<file path="config.mk">
export PLATFORM = sky130hd
export DESIGN_NAME = ram_burst_reader
export DESIGN_NICKNAME = d
export VERILOG_FILES = /design/src/rtl/ram_burst_reader.sv
export SDC_FILE = /design/constraint.sdc
export NUM_CORES = 1
export LEC_CHECK = 0
export CELL_PAD_IN_SITES_DETAIL_PLACEMENT = 1
export CELL_PAD_IN_SITES_GLOBAL_PLACEMENT = 1
export CORE_ASPECT_RATIO = 1.4
export CORE_UTILIZATION = 42
export DETAILED_ROUTE_END_ITERATION = 6
export PLACE_DENSITY_LB_ADDON = 0.1
export SKIP_LAST_GASP = 1
export SLEW_MARGIN = 40
export SYNTH_ARGS = -nofsm -noshare
export SYNTH_HDL_FRONTEND = slang
export SYNTH_SLANG_ARGS = --single-unit
</file>
<file path="constraint.sdc">
create_clock -name clk -period 5.8 [get_ports clk]
set_clock_uncertainty 0.2 [all_clocks]
set_input_delay 0.87 -clock clk [delete_from_list [all_inputs] [get_ports clk]]
set_output_delay 0.87 -clock clk [all_outputs]
set_load 0.01 [all_outputs]
</file>
<file path="src/rtl/ram_burst_reader.sv">
// Burst read initiator for the parallel-read lattice RAM: sweeps a word range on a start pulse
// and streams R-word beats on a valid/ready bus, absorbing the RAM's one-cycle read latency.
module ram_burst_reader #(
  parameter int DATA_WIDTH     = 32,
  parameter int ADDRESS_WIDTH  = 12,
  parameter int RAMS_TO_ACCESS = 4,
  parameter int DEPTH          = 2500,
  parameter int FIFO_DEPTH     = 4
) (
  input  logic                                 clk,
  input  logic                                 rst_n,
  input  logic                                 start,
  input  logic [ADDRESS_WIDTH-1:0]             start_addr,
  input  logic [ADDRESS_WIDTH:0]               word_count,
  output logic                                 busy,
  output logic                                 done,
  output logic                                 err,
  output logic [ADDRESS_WIDTH-1:0]             ram_addr,
  output logic                                 ram_write_en,
  output logic [DATA_WIDTH*RAMS_TO_ACCESS-1:0] ram_data_in,
  input  logic [DATA_WIDTH*RAMS_TO_ACCESS-1:0] ram_data_out,
  output logic                                 m_valid,
  input  logic                                 m_ready,
  output logic [DATA_WIDTH*RAMS_TO_ACCESS-1:0] m_data,
  output logic [RAMS_TO_ACCESS-1:0]            m_lanes,
  output logic                                 m_last
);
  localparam int R      = RAMS_TO_ACCESS;
  localparam int BEAT_W = DATA_WIDTH * R;
  localparam int CNT_W  = $clog2(FIFO_DEPTH + 1);
  localparam int OCC_W  = CNT_W + 2;
  localparam int REM_W  = ADDRESS_WIDTH + 1;
  localparam int CHK_W  = ADDRESS_WIDTH + 2;
  localparam logic [CHK_W-1:0]         DEPTH_C     = CHK_W'(DEPTH);
  localparam logic [REM_W-1:0]         R_REM_C     = REM_W'(R);
  localparam logic [ADDRESS_WIDTH-1:0] R_ADDR_C    = ADDRESS_WIDTH'(R);
  localparam logic [OCC_W-1:0]         OCC_LIMIT_C = OCC_W'(FIFO_DEPTH - 1);

  typedef enum logic [1:0] {
    ST_IDLE  = 2'd0,
    ST_RUN   = 2'd1,
    ST_DRAIN = 2'd2
  } state_t;

  function automatic logic [R-1:0] lane_mask(input logic [REM_W-1:0] rem);
    logic [R-1:0] mask;
    mask = '0;
    for (int i = 0; i < R; i++) begin
      mask[i] = (rem > REM_W'(i));
    end
    return mask;
  endfunction

  function automatic logic [BEAT_W-1:0] mask_beat(input logic [BEAT_W-1:0] beat,
                                                  input logic [R-1:0]      lanes);
    logic [BEAT_W-1:0] res;
    res = '0;
    for (int i = 0; i < R; i++) begin
      res[i*DATA_WIDTH +: DATA_WIDTH] = lanes[i] ? beat[i*DATA_WIDTH +: DATA_WIDTH] : '0;
    end
    return res;
  endfunction

  state_t                   state_r, state_nx_s;
  logic [ADDRESS_WIDTH-1:0] cur_addr_r, ram_addr_r, issue_addr_s;
  logic [REM_W-1:0]         remaining_r, issue_rem_s, take_s, rem_after_s;
  logic                     busy_r, done_r, err_r;
  logic                     issue_s, accept_s, done_set_s, err_set_s, finish_s, range_bad_s;
  logic [R-1:0]             mask_s;
  logic [OCC_W-1:0]         occ_s;
  logic                     pop_s;

  // Each issued read carries its lane mask and last flag through the RAM latency.
  logic                     pend1_r, pend2_r, last1_r, last2_r;
  logic [R-1:0]             lanes1_r, lanes2_r;

  logic [BEAT_W-1:0]        fifo_data_r  [FIFO_DEPTH];
  logic [R-1:0]             fifo_lanes_r [FIFO_DEPTH];
  logic                     fifo_valid_r [FIFO_DEPTH];
  logic                     fifo_last_r  [FIFO_DEPTH];
  logic [BEAT_W-1:0]        fifo_data_nx_s  [FIFO_DEPTH];
  logic [R-1:0]             fifo_lanes_nx_s [FIFO_DEPTH];
  logic                     fifo_valid_nx_s [FIFO_DEPTH];
  logic                     fifo_last_nx_s  [FIFO_DEPTH];
  logic [CNT_W-1:0]         count_r, cnt_pop_s, count_nx_s;
  logic [BEAT_W-1:0]        push_data_s;

  assign pop_s = fifo_valid_r[0] & m_ready;
  assign range_bad_s = ({2'b00, start_addr} >= DEPTH_C) ||
                       (({2'b00, start_addr} + {1'b0, word_count}) > DEPTH_C);

  // Next-state, request screening and read-issue decisions.
  always_comb begin
    state_nx_s   = state_r;
    issue_s      = 1'b0;
    issue_addr_s = cur_addr_r;
    issue_rem_s  = remaining_r;
    accept_s     = 1'b0;
    done_set_s   = 1'b0;
    err_set_s    = 1'b0;
    finish_s     = 1'b0;
    occ_s = OCC_W'(count_r) + OCC_W'(pend1_r) + OCC_W'(pend2_r) - OCC_W'(pop_s);
    case (state_r)
      ST_IDLE: begin
        if (start) begin
          if (range_bad_s) begin
            err_set_s = 1'b1;
          end else if (word_count == '0) begin
            done_set_s = 1'b1;
          end else begin
            accept_s     = 1'b1;
            issue_s      = 1'b1;
            issue_addr_s = start_addr;
            issue_rem_s  = word_count;
            if (word_count <= R_REM_C) begin
              state_nx_s = ST_DRAIN;
            end else begin
              state_nx_s = ST_RUN;
            end
          end
        end else begin
          state_nx_s = ST_IDLE;
        end
      end
      ST_RUN: begin
        // Occupancy counts reads still in the RAM pipe so the FIFO can never overflow.
        if (occ_s <= OCC_LIMIT_C) begin
          issue_s = 1'b1;
          if (remaining_r <= R_REM_C) begin
            state_nx_s = ST_DRAIN;
          end else begin
            state_nx_s = ST_RUN;
          end
        end else begin
          state_nx_s = ST_RUN;
        end
      end
      ST_DRAIN: begin
        if (pop_s && fifo_last_r[0]) begin
          finish_s   = 1'b1;
          state_nx_s = ST_IDLE;
        end else begin
          state_nx_s = ST_DRAIN;
        end
      end
      default: begin
        state_nx_s = ST_IDLE;
      end
    endcase
    take_s      = (issue_rem_s >= R_REM_C) ? R_REM_C : issue_rem_s;
    rem_after_s = issue_rem_s - take_s;
    mask_s      = lane_mask(issue_rem_s);
  end

  // Control registers, address generator and read-latency tracking.
  always_ff @(posedge clk or negedge rst_n) begin
    if (!rst_n) begin
      state_r     <= ST_IDLE;
      cur_addr_r  <= '0;
      ram_addr_r  <= '0;
      remaining_r <= '0;
      busy_r      <= 1'b0;
      done_r      <= 1'b0;
      err_r       <= 1'b0;
      pend1_r     <= 1'b0;
      pend2_r     <= 1'b0;
      last1_r     <= 1'b0;
      last2_r     <= 1'b0;
      lanes1_r    <= '0;
      lanes2_r    <= '0;
    end else begin
      state_r <= state_nx_s;
      done_r  <= done_set_s | finish_s;
      err_r   <= err_set_s;
      if (accept_s) begin
        busy_r <= 1'b1;
      end else if (finish_s) begin
        busy_r <= 1'b0;
      end
      if (issue_s) begin
        ram_addr_r  <= issue_addr_s;
        cur_addr_r  <= issue_addr_s + R_ADDR_C;
        remaining_r <= rem_after_s;
      end
      pend1_r  <= issue_s;
      lanes1_r <= issue_s ? mask_s : '0;
      last1_r  <= issue_s & (rem_after_s == '0);
      pend2_r  <= pend1_r;
      lanes2_r <= lanes1_r;
      last2_r  <= last1_r;
    end
  end

  // Shift-style output FIFO: slot 0 is always the head, so m_* come straight from registers.
  always_comb begin
    push_data_s = mask_beat(ram_data_out, lanes2_r);
    for (int i = 0; i < FIFO_DEPTH; i++) begin
      fifo_data_nx_s[i]  = fifo_data_r[i];
      fifo_lanes_nx_s[i] = fifo_lanes_r[i];
      fifo_valid_nx_s[i] = fifo_valid_r[i];
      fifo_last_nx_s[i]  = fifo_last_r[i];
    end
    if (pop_s) begin
      cnt_pop_s = count_r - CNT_W'(1);
      for (int i = 0; i < FIFO_DEPTH - 1; i++) begin
        fifo_data_nx_s[i]  = fifo_data_r[i+1];
        fifo_lanes_nx_s[i] = fifo_lanes_r[i+1];
        fifo_valid_nx_s[i] = fifo_valid_r[i+1];
        fifo_last_nx_s[i]  = fifo_last_r[i+1];
      end
      fifo_data_nx_s[FIFO_DEPTH-1]  = '0;
      fifo_lanes_nx_s[FIFO_DEPTH-1] = '0;
      fifo_valid_nx_s[FIFO_DEPTH-1] = 1'b0;
      fifo_last_nx_s[FIFO_DEPTH-1]  = 1'b0;
    end else begin
      cnt_pop_s = count_r;
    end
    if (pend2_r) begin
      for (int i = 0; i < FIFO_DEPTH; i++) begin
        if (CNT_W'(i) == cnt_pop_s) begin
          fifo_data_nx_s[i]  = push_data_s;
          fifo_lanes_nx_s[i] = lanes2_r;
          fifo_valid_nx_s[i] = 1'b1;
          fifo_last_nx_s[i]  = last2_r;
        end else begin
          fifo_valid_nx_s[i] = fifo_valid_nx_s[i];
        end
      end
    end else begin
      cnt_pop_s = cnt_pop_s;
    end
    count_nx_s = cnt_pop_s + CNT_W'(pend2_r);
  end

  // FIFO storage.
  always_ff @(posedge clk or negedge rst_n) begin
    if (!rst_n) begin
      count_r <= '0;
      for (int i = 0; i < FIFO_DEPTH; i++) begin
        fifo_data_r[i]  <= '0;
        fifo_lanes_r[i] <= '0;
        fifo_valid_r[i] <= 1'b0;
        fifo_last_r[i]  <= 1'b0;
      end
    end else begin
      count_r <= count_nx_s;
      for (int i = 0; i < FIFO_DEPTH; i++) begin
        fifo_data_r[i]  <= fifo_data_nx_s[i];
        fifo_lanes_r[i] <= fifo_lanes_nx_s[i];
        fifo_valid_r[i] <= fifo_valid_nx_s[i];
        fifo_last_r[i]  <= fifo_last_nx_s[i];
      end
    end
  end

  assign busy         = busy_r;
  assign done         = done_r;
  assign err          = err_r;
  assign ram_addr     = ram_addr_r;
  assign ram_write_en = 1'b0;
  assign ram_data_in  = '0;
  assign m_valid      = fifo_valid_r[0];
  assign m_data       = fifo_data_r[0];
  assign m_lanes      = fifo_lanes_r[0];
  assign m_last       = fifo_last_r[0];

endmodule
</file>
Yosys cells after proc, flatten, opt, wreduce, memory -nomap -nowiden
Index checks and enable logic that the tools add are counted.

storage, ports and cells
  flip-flop bits (word level) = 593
  bits in latches = 0
  RAM bits = 0
  bits in read-only memories = 0
  bits of input ports = 157
  output and inout port bits = 278
  word-level logic and storage cells = 130
  memories kept = 0

operators by class
  $add $sub $neg = 8
  multiply operators = 0
  divide/modulo/power cells = 0
  magnitude comparators = 10
  equal/unequal tests = 7
  shift operators = 0
  multiplexer cells = 64
  bitwise logic cells = 3
  reductions and logical operators = 8

operators by type and width
  cell                   count
  $mux 512               2
  $mux 128               4
  $mux 32                4
  $mux 13                5
  $mux 12                4
  $mux 4                 9
  $mux 16                2
  $gt 13x1->1 const B    2
  $gt 13x2->1 const B    2
  $le 13x3->1 const B    2
  $logic_not 13->1       2
  $mux 1                 24
  $add 12x13->14         1
  $gt 14x12->1 const B   1
  $mux 2                 7
  $ge 13x3->1 const B    1
  $sub 13x13->13         1
  $add 12x3->12 const B  1
  $ge 12x12->1 const B   1
  $eq 2x3->1 const A     2
  $ne 3x3->1 const B     2
  $pmux 2 s3             1
  $add 4x1->5            1
  $le 5x2->1 const B     1
  other kinds (17)       18

Logic depth before layout (Yosys ltp)
  word-level depth = 11
  mapped depth = 22
  depth with buffers taken out = 19

Worst setup path before layout
Ideal clock, no wire load.

  kind = input -> register
  start = input port start_addr[0]
  end = register last1_r
  setup time = 0.101 ns
  arrival = 4.588 ns
  required time = 5.499 ns
  path slack = 0.911 ns
  stages on the path = 19
  path buffers = 0
  path through = ha_1 inv_1 fa_1 or2b_1 nand3b_1 mux2i_1 a22o_2 a2111oi_2 o211ai_1 and4_4 mux2i_4 a221o_4 nand2_1 ha_1 o21ai_0 a221o_1 and3_1 mux2i_1 nor4_1

on the way
  longest elaborated chain between the ends = 11
  elaborated cells on any way between the ends = 15
  classes of those cells = add/sub: 2; order compare: 3; mux: 7; bitwise: 1; reduce/logical: 2

ends and longest elaborated chain
  what                    RTL line  text
  start: declaration      13        input logic [ADDRESS_WIDTH-1:0] start_addr,
  $add 12x13->14          90        (({2'b00, start_addr} + {1'b0, word_count}) > DEPTH_C);
  $gt 14x12->1            90
  $logic_or 1x1->1 (*)    89        assign range_bad_s = ({2'b00, start_addr} >= DEPTH_C) ||
  $mux 13                 106       if (range_bad_s) begin
  $mux 13                 105       if (start) begin
  $mux 13                 103       case (state_r)
  $ge 13x3->1             150       take_s = (issue_rem_s >= R_REM_C) ? R_REM_C : issue_rem_s;
  $mux 13                 150
  $sub 13x13->13          151       rem_after_s = issue_rem_s - take_s;
  $logic_not 13->1        187       last1_r <= issue_s & (rem_after_s == '0);
  $and 1x1->1 (*)         187
  end signal: assignment  187
  end: declaration        74        logic pend1_r, pend2_r, last1_r, last2_r;

Mark *: on every way between the ends. The rest lies on a longest branch, timed or not.
A chain may end at the register's enable or synchronous reset.

Worst setup path in the final report
Ends and elaborated chain as after synthesis.

==> results by group <==
Floorplanning
  • Starting Density: roughly 42%
  • Full die area: approximately 72000 um2
  • Die Width: 227 um
  • Die H: about 320 um
  • # IOs: about 440
  • Core area: 70400 um2
  • Placement Rows: 115

Global route
  • Pin count of the biggest net entering global routing: about 180
  • Initial antenna violation count: 8
  • GRT Total Usage: 24.5%
  • GRT Residual Overflow: 0
  • Vias in the first global route: between 20000 and 30000
  • Global-route wire length before repair: 143000 um

Route
  • Post-Route WL: 88600 um
  • Iter 0 DRT Violations: 1232
  • Drt wl/cell: just over 20 um
  • Antenna-violating nets left: 0
  • DR vias: 24000
  • Vias/cell: 5.57
  • First-pass iteration count of the detailed router: 4
  • DRC: 0

Yosys
  • Post-synthesis register bit count: 591
  • Post-synth EDFFs: 0
  • Post-synth top area share: 49.5%
  • FFs w/ async S/R, synth: 100%
  • Area leader, netlist: dfrtp_1
  • Top_reg_cell synth: dfrtp_1
  • Netlist cell types: 69
  • Cells after Synth: 3284
  • Leading post-synthesis cells by cell area: dfrtp_1 49%, a21oi_1 7.1%, buf_4 6.6%, a211oi_1 6.5%, nand2_1 5.9%
  • Sequential element share of the synthesized area: 49.5%
  • Post-Syn Area per Cell: slightly above 9 um2
  • Post-Synthesis Cell Area: between 20000 and 30000 um2
  • Yosys Warn Count: 0

Power and ir drop
  • P per Cell Area: 478 nW/um2
  • LEAKAGE: 15.0 nW
  • Peak supply drop: 330 uV

Setup path
  • Critical path type: primary input to register
  • Critical path's slowest cell: clkdlybuf4s50_1
  • Worst Path Arrival: 5.52 ns
  • CP startpoint kind: primary input
  • Crit path cell chain: clkdlybuf4s50_1, ha_1, inv_1, fa_1, nor2b_1, o31ai_1, a21bo_2, a211oi_1, a2bb2oi_1, o211ai_1, and4_4, mux2i_4, a221o_4, nand2_1, ha_1, o21ai_0, a221o_1, and3_1, mux2i_1, nor4_1
  • Critical path required time: 6.14 ns
  • Worst path most repeated cell: ha_1
  • Critical path buffers and inverters: 2
  • Crit-path max FO: 4
  • Endpoint type of the worst setup path: register
  • CP delay by family, top: compound AO/OA/AOI/OAI gates
  • Max incr delay on CP: 0.55 ns

Clock network
  • CTS Buffer Depth: 3
  • Root Driver: clkbuf_16
  • H-Tree Depth: 2
  • Post_cts resized: 0
  • Clock-pin transition on the worst setup and hold timing paths: approximately 0.06 ns
  • Clock Sink Count: about 590
  • CTS buffer count: 60
  • Clk_lat worst skew: 0.64 ns
  • Postcts setup bufs: 0
  • Post-CTS Hold Buffers: 0
  • TritonCTS clock tree: done

Timing
  • Final Hold Viols: 0
  • Fin crit share: between 80% and 90%
  • Fin Hold WS: 0.0392 ns
  • Final Max Slew Viols: 0
  • Fin crit period: roughly 5.2 ns
  • Final worst slack: 0.619 ns
  • Total Neg Setup Slack: 0 ns
  • Max frequency: ~190 MHz
  • RSZ-0062 raised after global routing: no
  • Worst-margin pin slew: 0.845 ns
  • Worst slew margin: 43.7%
  • # setup viols final: 0

Placement
  • Final Wtd Congestion: slightly above 0.8
  • Buffers added on ports: 305
  • Pre-CTS setup slack: -0.0516 ns
  • DP HPWL: 55400 um

Layout
  • Share of cells above drive strength 1: 6.08%
  • Area grow syn2layout: 15.8%
  • Nets@finish: 3503

Hold path
  • Worst min-delay path class: primary input to async pin

Outcome
  • Outcome: finished clean

Flow run
  • Max Cap Viol: 0
report_power, final:
group | total (W) | internal [W] | switching [W]
Sequential | 0.00646 | 0.00557 | 0.000888
Clock | 0.00399 | 0.00230 | 0.00169
Combinational | 0.00610 | 0.00272 | 0.00338
Total | 0.0165 | 0.0106 | 0.00596
per-stage QoR:
stage               std cells  utilization, %  power, W  instance area (um2)
CTS                      4303            49.1    0.0168                34500
detailed placement       4194            46.2    0.0126                32500
global route             4309            49.2    0.0177                34600
finish                   4311            49.2    0.0165                34600
global placement         4191            46.1    0.0123                32400
floorplan                3412               -    0.0106                30400
Yosys cell counts (8+ instances only):
master / n
buf_4: 264
o21ai_0: 162
ha_1: 21
inv_1: 25
a31oi_1: 138
a211oi_1: 259
dfrtp_1: 591
and2_1: 258
xor2_1: 17
nand3_1: 152
nor2_1: 56
clkbuf_1: 243
nand2b_1: 8
mux2i_1: 28
a21oi_1: 427
nand2_1: 472
nor3_1: 15
buf_1: 23
xnor2_1: 19
worst register-to-register path, cell delays in order (launching register included):
cell,delay [ns]
dfrtp_1,0.44
inv_1,0.12
ha_1,0.32
fa_1,0.41
fa_1,0.43
nor3_1,0.21
a31oi_1,0.14
nor3b_2,0.28
nor2_1,0.19
a31oi_1,0.20
nand2_1,0.08
or4_1,0.49
nor4_1,0.26
cell usage in the layout (no fill, tap or decap), types with 19 or more instances in the layout:
cell and n:
ha_1 21, mux2i_1 28, a21oi_1 427, inv_1 24
clkdlybuf4s50_1 304, a211oi_1 259, conb_1 130, nand3_1 151
clkbuf_16 61, a31oi_1 138, xnor2_1 19, o21ai_0 162
nor2_1 55, dfrtp_1 587, buf_4 51, and2_1 258
nand2_1 470
state kept, by name, summed over array words and instances (netlist names), 4 cells and up:
| name | count |
|---|---|
| cur_addr_r | 12 |
| fifo_data_r | 384 |
| fifo_lanes_r | 12 |
| lanes1_r | 4 |
| lanes2_r | 4 |
| m_data | 128 |
| m_lanes | 4 |
| ram_addr | 10 |
| remaining_r | 13 |
cells by family after synthesis:
logic type,synth area share [%]
compound gates,20.9
xor+xnor,1.05
fa+ha+maj,1.08
buf+inv,10.4
flops,49.5
mux,1.20
other cells,0.0251
simple gates,15.9
routing by layer:
metal	global-route usage [%]	up-vias	share of wire (%)
met1	30.0	12300	42
met3	4.58	132	4.6
met4	7.77	6	2.8
met2	43.1	445	51
met5	0	-	0.044
li1	-	11200	-
cell type report:
class / count / area [um2]
Fill cell: 7959 / 35800
Sequential cell: 591 / 14800
Multi-Input combinational cell: 2262 / 12500
Timing Repair Buffer: 382 / 3970
Clock buffer: 88 / 1790
Tap cell: 936 / 1170
Clock inverter: 21 / 219
Inverter: 25 / 101
Antenna cell: 6 / 15.0
worst paths after layout:
path / from / end / slack (ns) / depth (start not counted)
max: start_addr[0] / last1_r$_DFF_PN0_ / 0.62 / 20
min: rst_n / fifo_data_r[298]$_DFF_PN0_ / 0.04 / 1
max reg2reg: pend2_r$_DFF_PN0_ / last1_r$_DFF_PN0_ / 1.92 / 12
min reg2reg: lanes1_r[1]$_DFF_PN0_ / lanes2_r[1]$_DFF_PN0_ / 0.15 / 0
max in group asynchronous: rst_n / m_data[108]$_DFF_PN0_ / 4.00 / 3
min in group clk: lanes1_r[1]$_DFF_PN0_ / lanes2_r[1]$_DFF_PN0_ / 0.15 / 0
Power figures use the tool's default switching activity.
